===== src/rtl/operand_bypass_unit.sv =====
// rtl/operand_bypass_unit.sv - operand forwarding mux with hazard detection and stall counting
module operand_bypass_unit #(
  parameter int DATA_W = 32,
  parameter int NSRC   = 3,
  parameter int AW     = 5,
  parameter int CNT_W  = 16
) (
  input  logic                   clock,
  input  logic                   reset,
  input  logic                   req_valid,
  input  logic [AW-1:0]          req_addr,
  input  logic [DATA_W-1:0]      rf_data,
  input  logic                   hold_in,
  input  logic [NSRC-1:0]        src_valid,
  input  logic [NSRC-1:0]        src_ready,
  input  logic [NSRC*AW-1:0]     src_waddr,
  input  logic [NSRC*DATA_W-1:0] src_wdata,
  output logic [DATA_W-1:0]      operand,
  output logic                   operand_valid,
  output logic [NSRC:0]          fwd_sel,
  output logic                   hazard_stall,
  output logic [CNT_W-1:0]       stall_count
);

  typedef enum logic [1:0] {
    IDLE   = 2'd0,
    LOADED = 2'd1,
    WAIT   = 2'd2
  } stateType;

  stateType          state;
  logic              winnerFound;
  logic              winnerReady;
  logic [DATA_W-1:0] winnerData;
  logic [NSRC:0]     nextSel;
  logic [DATA_W-1:0] nextData;
  logic              capture;
  logic              stallNow;

  // Pick the youngest matching source; scanning oldest-first lets lower indices overwrite.
  // Address 0 is hardwired zero and never matches a forwarding source.
  always_comb begin
    winnerFound = 1'b0;
    winnerReady = 1'b0;
    winnerData  = '0;
    nextSel     = '0;
    for (int i = NSRC - 1; i >= 0; i--) begin
      if (src_valid[i] && (src_waddr[i*AW +: AW] == req_addr) && (req_addr != '0)) begin
        winnerFound = 1'b1;
        winnerReady = src_ready[i];
        winnerData  = src_wdata[i*DATA_W +: DATA_W];
        nextSel     = '0;
        nextSel[i]  = 1'b1;
      end
    end
    if (winnerFound) begin
      nextData = winnerData;
    end else begin
      nextSel       = '0;
      nextSel[NSRC] = 1'b1;
      nextData      = (req_addr == '0) ? '0 : rf_data;
    end
    // A non-ready youngest match stalls even if an older match is ready.
    stallNow = req_valid && winnerFound && !winnerReady;
    capture  = req_valid && !stallNow && !hold_in;
  end

  assign hazard_stall = stallNow;

  // Request FSM with registered operand, select and valid outputs; hold freezes everything.
  always_ff @(posedge clock or posedge reset) begin
    if (reset) begin
      state         <= IDLE;
      operand       <= '0;
      operand_valid <= 1'b0;
      fwd_sel       <= '0;
    end else if (!hold_in) begin
      case (state)
        IDLE, LOADED, WAIT: begin
          if (!req_valid) begin
            state         <= IDLE;
            operand_valid <= 1'b0;
          end else if (stallNow) begin
            state         <= WAIT;
            operand_valid <= 1'b0;
          end else if (capture) begin
            state         <= LOADED;
            operand_valid <= 1'b1;
            operand       <= nextData;
            fwd_sel       <= nextSel;
          end
        end
        default: begin
          state         <= IDLE;
          operand_valid <= 1'b0;
        end
      endcase
    end
  end

  // Count hazard cycles regardless of hold, saturating at all-ones.
  always_ff @(posedge clock or posedge reset) begin
    if (reset) begin
      stall_count <= '0;
    end else if (stallNow && (stall_count != {CNT_W{1'b1}})) begin
      stall_count <= stall_count + 1'b1;
    end
  end

endmodule

===== config.mk =====
export PLATFORM = sky130hd
export DESIGN_NAME = operand_bypass_unit
export DESIGN_NICKNAME = d
export VERILOG_FILES = /design/src/rtl/operand_bypass_unit.sv
export SDC_FILE = /design/constraint.sdc
export NUM_CORES = 1
export LEC_CHECK = 0
export BUFFER_PORTS_ARGS = -buffer_cell sky130_fd_sc_hd__buf_2
export CORE_ASPECT_RATIO = 0.8
export CORE_MARGIN = 2
export CORE_UTILIZATION = 46
export CTS_CLUSTER_SIZE = 25
export DETAILED_ROUTE_END_ITERATION = 12
export PLACE_DENSITY = 0.87
export SLEW_MARGIN = 15
export SYNTH_ARGS = -nofsm -noshare
export SYNTH_HDL_FRONTEND = slang
export SYNTH_SLANG_ARGS = --single-unit

===== constraint.sdc =====
create_clock -name clock -period 5.3 [get_ports clock]
set_input_delay 1.06 -clock clock [delete_from_list [all_inputs] [get_ports clock]]
set_output_delay 1.06 -clock clock [all_outputs]
set_load 0.05 [all_outputs]

==> impl_metrics.py, run 1 <==
metrics = {
    "critical_path": {
        "timing.rr.start": "stall_count[0]$_DFFE_PP0P_",
        "r2r_end": "stall_count[1]$_DFFE_PP0P_",
        "setup.worst_path.end_class": "primary output",
        "arrival_ps": 3220,
        "cp-start-kind": "input pin",
        "path_class": "input pin to primary output",
        "cp_max_fo": 36,
        "reg2reg_depth": 7,
        "worst_ep_required_time_ps": 4240,
        "reg2reg_setup_slack_ps": 3020,
    },
    "flow_run": {
        "drv_cap": 0,
    },
    "floorplanning": {
        "start_util_pct": 47.1,
        "die-area_mm2": 0.00772,
        "boundaryPins": 212,
        "fp-row-count": 27,
        "dieHeight_um": 79.0,
        "die_w_um": 97.7,
        "coreArea_mm2": 0.00686,
    },
    "finish": {
        "postLayoutCellArea_mm2": 0.00444,
        "final_nets": 763,
        "area_delta_synth_final_pct": 37.2,
        "diodes": 0,
        "drive_gt1_share_pct": 39.7,
    },
    "placed_design": {
        "dp_slack_ps": 1010,
        "port-buffer-count": 211,
        "place.gp.congestion": 0.906,
        "dp_hpwl_um": 8160,
        "placed_area_mm2": 0.00435,
    },
    "synth": {
        "ys_types": 35,
        "yosys-top-cells-count": "88 x a21oi_1, 54 x dfrtp_1, 52 x nand2_1",
        "synth_top_cell_by_area": "dfrtp_1",
        "netlist_area_mm2": 0.00323,
        "synthFlopType": "dfrtp_1",
        "synthArstFlopShare_pct": 100,
        "yosys_warnings": 0,
        "yosysMostFrequentCell": "a21oi_1",
        "syn_inst": 407,
        "synth_area_leaders": "dfrtp_1 42%, a21oi_1 14%, xnor2_1 7.6%, nand3_1 6.2%, nand2_1 6.0%",
        "synth-edff-count": 0,
        "synth_fp_nets": 566,
        "synth-seq-cells": 54,
        "synth_top_area_share_pct": 41.8,
        "ys_seq_area_share_pct": 41.8,
        "synth.avg_cell_area_um2": 7.94,
    },
    "hold_path": {
        "hold_class": "flip-flop to flip-flop",
        "worstHoldStart": "fwd_sel[3]$_DFFE_PP0P_",
        "holdPathEnd": "fwd_sel[3]$_DFFE_PP0P_",
        "worstHoldPathCells": 2,
    },
    "timing": {
        "fin_setup_tns_ps": 0,
        "layout_min_cycle_time_ps": 4280,
        "setup_viol": 0,
        "grt_setup_unrepaired": "false",
        "fin_crit_sh_pct": 80.8,
        "report.final.hold_viol_count": 0,
        "fin_ws_ps": 1020,
        "max_freq_mhz": 233,
        "skew_ps": 5.59,
        "worstMarginPinSlew_ps": 808,
        "relSlewSlack_pct": 46.1,
        "holdWs_ps": 485,
        "drv_slew": 0,
    },
    "clocking": {
        "cts_root_buf": "clkbuf_8",
        "cts.clk_slew.worst_paths_ps": 90,
        "clock_latency_ps": 300,
        "clock_sinks": 54,
        "htree_num_levels": 2,
        "numCtsBuffers": 5,
        "ctsResizeCount": 0,
        "cts_tree": "done",
        "cts.path.max_buffers": 2,
        "hold_buffers": 0,
        "cts_setup_buffers": 0,
    },
    "pwr": {
        "p_switching_mw": 0.457,
        "intPower_mw": 0.676,
        "leakage_nw": 2.22,
        "swShare_pct": 40.3,
        "power_frac_seq_pct": 43.3,
        "combPwrFrac_pct": 36.7,
        "peakVddDrop_uv": 144,
        "p_per_area_mw_per_mm2": 256,
        "p_total_mw": 1.13,
        "clkPwrFrac_pct": 19.9,
    },
    "detailed_routing": {
        "routed_wl_um": 10800,
        "drc_errors": 0,
        "num_vias": 3865,
        "dr.first_iter.drc_count": 205,
        "ant_nets": 0,
        "routed_via_density": 5.59,
        "avgRoutedWirePerCell_um": 15.6,
        "drt_pass1_iterations": 4,
    },
    "global_routing": {
        "grt_start_max_net_pins": 41,
        "antenna_found_initial": 0,
        "grtUsageTotal_pct": 27.0,
        "grt_pass1_wl_um": 16900,
        "grt_overflow": 0,
        "grt_pass1_vias": 3649,
    },
    "status": {
        "status": "complete, no violations",
    },
}
==> critical path, stage by stage <==
cell and delay [ps]:
buf_2 130, or4_4 550, nor2_2 270, nor3_4 70, buf_4 280, a311oi_4 470, nor2_1 140, buf_2 240
==> layer usage <==
metal  up-vias  track usage, %  share of wire [%]  wire length (um)
li1       1811               -                  -                 -
met1      1811            34.1                 39              4270
met2       231            48.7                 50              5460
met3        12            4.75                9.0               970
met4         0            6.11                1.1               122
met5         -               0                  0                 0
==> worst max path at each step <==
stage,from,endpoint,depth (start not counted)
2_1_floorplan,req_addr[0],hazard_stall,6
3_3_place_gp,req_addr[1],hazard_stall,8
3_5_place_dp,req_addr[1],hazard_stall,8
4_1_cts,req_addr[1],hazard_stall,8
5_1_grt,req_addr[1],hazard_stall,8
6_report,req_addr[1],hazard_stall,8
==> kinds of logic after synthesis <==
kind of cell | share of synthesized area [%]
adder cells (fa/ha/maj) | 0.387
multiplexers | 0.697
AO/OA/AOI/OAI | 22.5
buffers and inverters | 4.49
XOR/XNOR | 7.86
AND/OR/NAND/NOR | 22.3
flip-flops | 41.8
==> state kept, by name, summed over array words and instances, names as in the netlist <==
register and count:
fwd_sel 4, operand 32, operand_valid 1, stall_count 16, state 1
==> cell type report <==
type	instances	area, um^2
Fill cell	615	2420
Multi-Input combinational cell	320	1760
Sequential cell	54	1350
Timing Repair Buffer	219	1120
Tap cell	87	109
Clock buffer	6	72.6
Inverter	4	15.0
Clock inverter	2	13.8
==> per-stage QoR <==
stage                     instances  util [%]
after global placement          684      63.4
after CTS                       692      64.7
final                           692      64.7
after global routing            692      64.7
after floorplan                 407         -
after detailed placement        684      63.4
==> power by group through the flow <==
stage               Sequential [mW]  Clock [mW]  Combinational, mW
floorplan                     0.667           0              0.104
global placement              0.497           0              0.410
detailed placement            0.499           0              0.419
CTS                           0.491       0.234              0.419
global route                  0.498       0.247              0.446
finish                        0.491       0.226              0.416
==> cell usage in the layout, fill, tap and decap left out, drive strengths merged <==
cell type    n
a21oi       88
a311oi       1
a31oi        4
and2         2
and3         5
buf        219
clkbuf       6
clkinv       2
dfrtp       54
ha           1
inv          4
mux2         2
nand2       52
nand2b       1
nand3       40
nand4        9
nor2        38
nor3         4
nor4         1
o2111ai      1
o211ai       1
o21ai       36
o31ai        1
o41ai        1
or2          1
or3          1
or4          1
xnor2       28
xor2         1
Note: power is estimated with default switching activity, not from simulation.
==> inputs of run 2 (changes only) <==
--- a/config.mk
+++ b/config.mk
@@ -8,10 +8,10 @@
 export BUFFER_PORTS_ARGS = -buffer_cell sky130_fd_sc_hd__buf_2
 export CORE_ASPECT_RATIO = 0.8
 export CORE_MARGIN = 2
-export CORE_UTILIZATION = 46
+export CORE_UTILIZATION = 39
 export CTS_CLUSTER_SIZE = 25
 export DETAILED_ROUTE_END_ITERATION = 12
-export PLACE_DENSITY = 0.87
+export PLACE_DENSITY = 0.78
 export SLEW_MARGIN = 15
 export SYNTH_ARGS = -nofsm -noshare
 export SYNTH_HDL_FRONTEND = slang
==> constraint.sdc (replaced) <==
create_clock -name clock -period 3.8 [get_ports clock]
set_input_delay 0.76 -clock clock [delete_from_list [all_inputs] [get_ports clock]]
set_output_delay 0.76 -clock clock [all_outputs]
set_load 0.05 [all_outputs]
==> run 2 against run 1 <==
Effect of this change: sequential cell count did not move; critical path depth fell by 1; utilization fell by 8.4 points; final cell count rose by 3.2%; clock-buffer cell count fell by 1; clock power rose by 72%; non-clock buffer count did not move; wire length fell by 1.8%; hold slack barely moved; design area rose by 1.3%; critical endpoint unchanged; largest power group unchanged.
==> impl_metrics.py, run 2 (synthesis results as in run 1) <==
metrics = {
    "hold_path": {
        "worstHoldStart": "operand[17]$_DFFE_PP0P_",
        "hold_class": "flip-flop to flip-flop",
    },
    "detailed_routing": {
        "routed_wl_um": 10600,
        "ant_nets": 0,
        "drt_pass1_iterations": 4,
        "num_vias": 3727,
        "drc_errors": 0,
        "routed_via_density": 5.22,
        "dr.first_iter.drc_count": 197,
        "avgRoutedWirePerCell_um": 14.9,
    },
    "pwr": {
        "peakVddDrop_uv": 166,
        "leakage_nw": 2.23,
        "p_per_area_mw_per_mm2": 367,
    },
    "floorplanning": {
        "dieHeight_um": 85.4,
        "start_util_pct": 40.5,
        "coreArea_mm2": 0.00798,
        "die-area_mm2": 0.00904,
        "fp-row-count": 29,
        "boundaryPins": 212,
        "die_w_um": 106,
    },
    "critical_path": {
        "timing.rr.start": "stall_count[0]$_DFFE_PP0P_",
        "cp_max_fo": 4,
        "arrival_ps": 2660,
        "worst_ep_required_time_ps": 3040,
        "startpoint": "req_addr[1]",
        "cp-start-kind": "input pin",
        "path_class": "input pin to primary output",
        "setup.worst_path.end_class": "primary output",
    },
    "clocking": {
        "clock_sinks": 54,
        "cts.clk_slew.worst_paths_ps": 90,
        "ctsResizeCount": 0,
        "numCtsBuffers": 5,
        "hold_buffers": 0,
        "cts_root_buf": "clkbuf_8",
        "clock_latency_ps": 310,
        "cts_tree": "done",
        "cts_setup_buffers": 0,
        "htree_num_levels": 2,
        "cts.path.max_buffers": 2,
    },
    "finish": {
        "drive_gt1_share_pct": 39.8,
        "largest_register": "operand",
        "reg.largest.list": "operand: 32 flops, stall_count: 16 flops, fwd_sel: 4 flops",
        "final_nets": 763,
        "n_fill_cell": 789,
        "largest_reg_flops": 32,
        "final_cell_mix": "211 x buf_2, 88 x a21oi_1, 54 x dfrtp_1, 52 x nand2_1, 40 x nand3_1",
        "area_delta_synth_final_pct": 39.0,
        "stdcell_count": 714,
        "final_common_cell": "buf_2",
        "final_util_pct": 56.3,
    },
    "global_routing": {
        "antenna_found_initial": 1,
        "grt_start_max_net_pins": 74,
        "grt_pass1_vias": 3628,
        "grt_overflow": 0,
        "grtUsageTotal_pct": 23.1,
        "grt_pass1_wl_um": 16700,
    },
    "timing": {
        "drv_slew": 0,
        "max_freq_mhz": 293,
        "setup_viol": 0,
        "holdWs_ps": 486,
        "relSlewSlack_pct": 33.5,
        "grt_setup_unrepaired": "false",
        "report.final.hold_viol_count": 0,
        "layout_min_cycle_time_ps": 3420,
        "worstMarginPinSlew_ps": 996,
        "fin_setup_tns_ps": 0,
        "skew_ps": 10.6,
        "fin_crit_sh_pct": 90.0,
    },
    "placed_design": {
        "dp_hpwl_um": 7770,
        "place.gp.congestion": 0.843,
        "dp.cells": 705,
        "port-buffer-count": 211,
    },
    "status": {
        "status": "complete, no violations",
    },
    "flow_run": {
        "drv_cap": 0,
    },
}
-- run 2: cell types whose count changed in the layout (fill, tap and decap cells not counted), sizes merged --
cell / delta
clkinvlp: +2
bufinv: +1
clkbuf: -1
clkinv: -1
diode: +1
inv: -1
-- run 2: final cells by class --
cell class              count  area (um^2)  share of cell area (%)
multi-input cells         320         1760                    39.1
flip-flops and latches     54         1350                    30.1
diodes                      1         2.50                  0.0557
clock inverters             3         45.0                    1.00
well taps                 108          135                    3.01
clock buffers               5         68.8                    1.53
repair buffers            219         1120                    24.8
inverters                   4         16.3                   0.362
-- run 2: metal layers --
| metal | up-vias | track usage [%] | part of all wire (%) |
|---|---|---|---|
| met3 | 16 | 4.69 | 6.7 |
| met4 | 0 | 8.25 | 1.9 |
| met1 | 1744 | 26.3 | 41 |
| met2 | 161 | 43.1 | 50 |
| li1 | 1806 | - | - |
| met5 | - | 0 | 0 |
-- run 2: path summary, 6_finish.rpt --
| kind | endpoint | slack, ps | cells past startpoint |
|---|---|---|---|
| worst max-delay path | hazard_stall | 380 | 7 |
| worst min-delay path | operand[17]$_DFFE_PP0P_ | 490 | 2 |
| worst max register to register | stall_count[1]$_DFFE_PP0P_ | 1560 | 7 |
| worst min register to register | operand[17]$_DFFE_PP0P_ | 490 | 2 |
| max in group asynchronous | operand[25]$_DFFE_PP0P_ | 2620 | 2 |
| min in group asynchronous | operand[28]$_DFFE_PP0P_ | 610 | 2 |
-- run 2: stage by stage --
| stage | cell area (um^2) | total power, mW | setup slack, ps |
|---|---|---|---|
| after global routing | 4490 | 1.74 | 310 |
| final | 4490 | 1.65 | 381 |
| after floorplan | 3230 | 1.08 | 364 |
| after CTS | 4490 | 1.67 | 374 |
| after detailed placement | 4380 | 1.28 | 381 |
| after global placement | 4380 | 1.26 | 422 |
-- run 2: power breakdown --
| part | internal, mW | switching [mW] |
|---|---|---|
| logic | 0.172 | 0.405 |
| clock network | 0.196 | 0.191 |
| registers | 0.641 | 0.0438 |
| total | 1.01 | 0.640 |
-- run 2: worst max-delay path, cell delays in order --
cell and delay (ps):
buf_2 130, or4_4 560, nor2_2 280, nor3_4 90, a311oi_4 450, nor2_1 150, buf_2 240
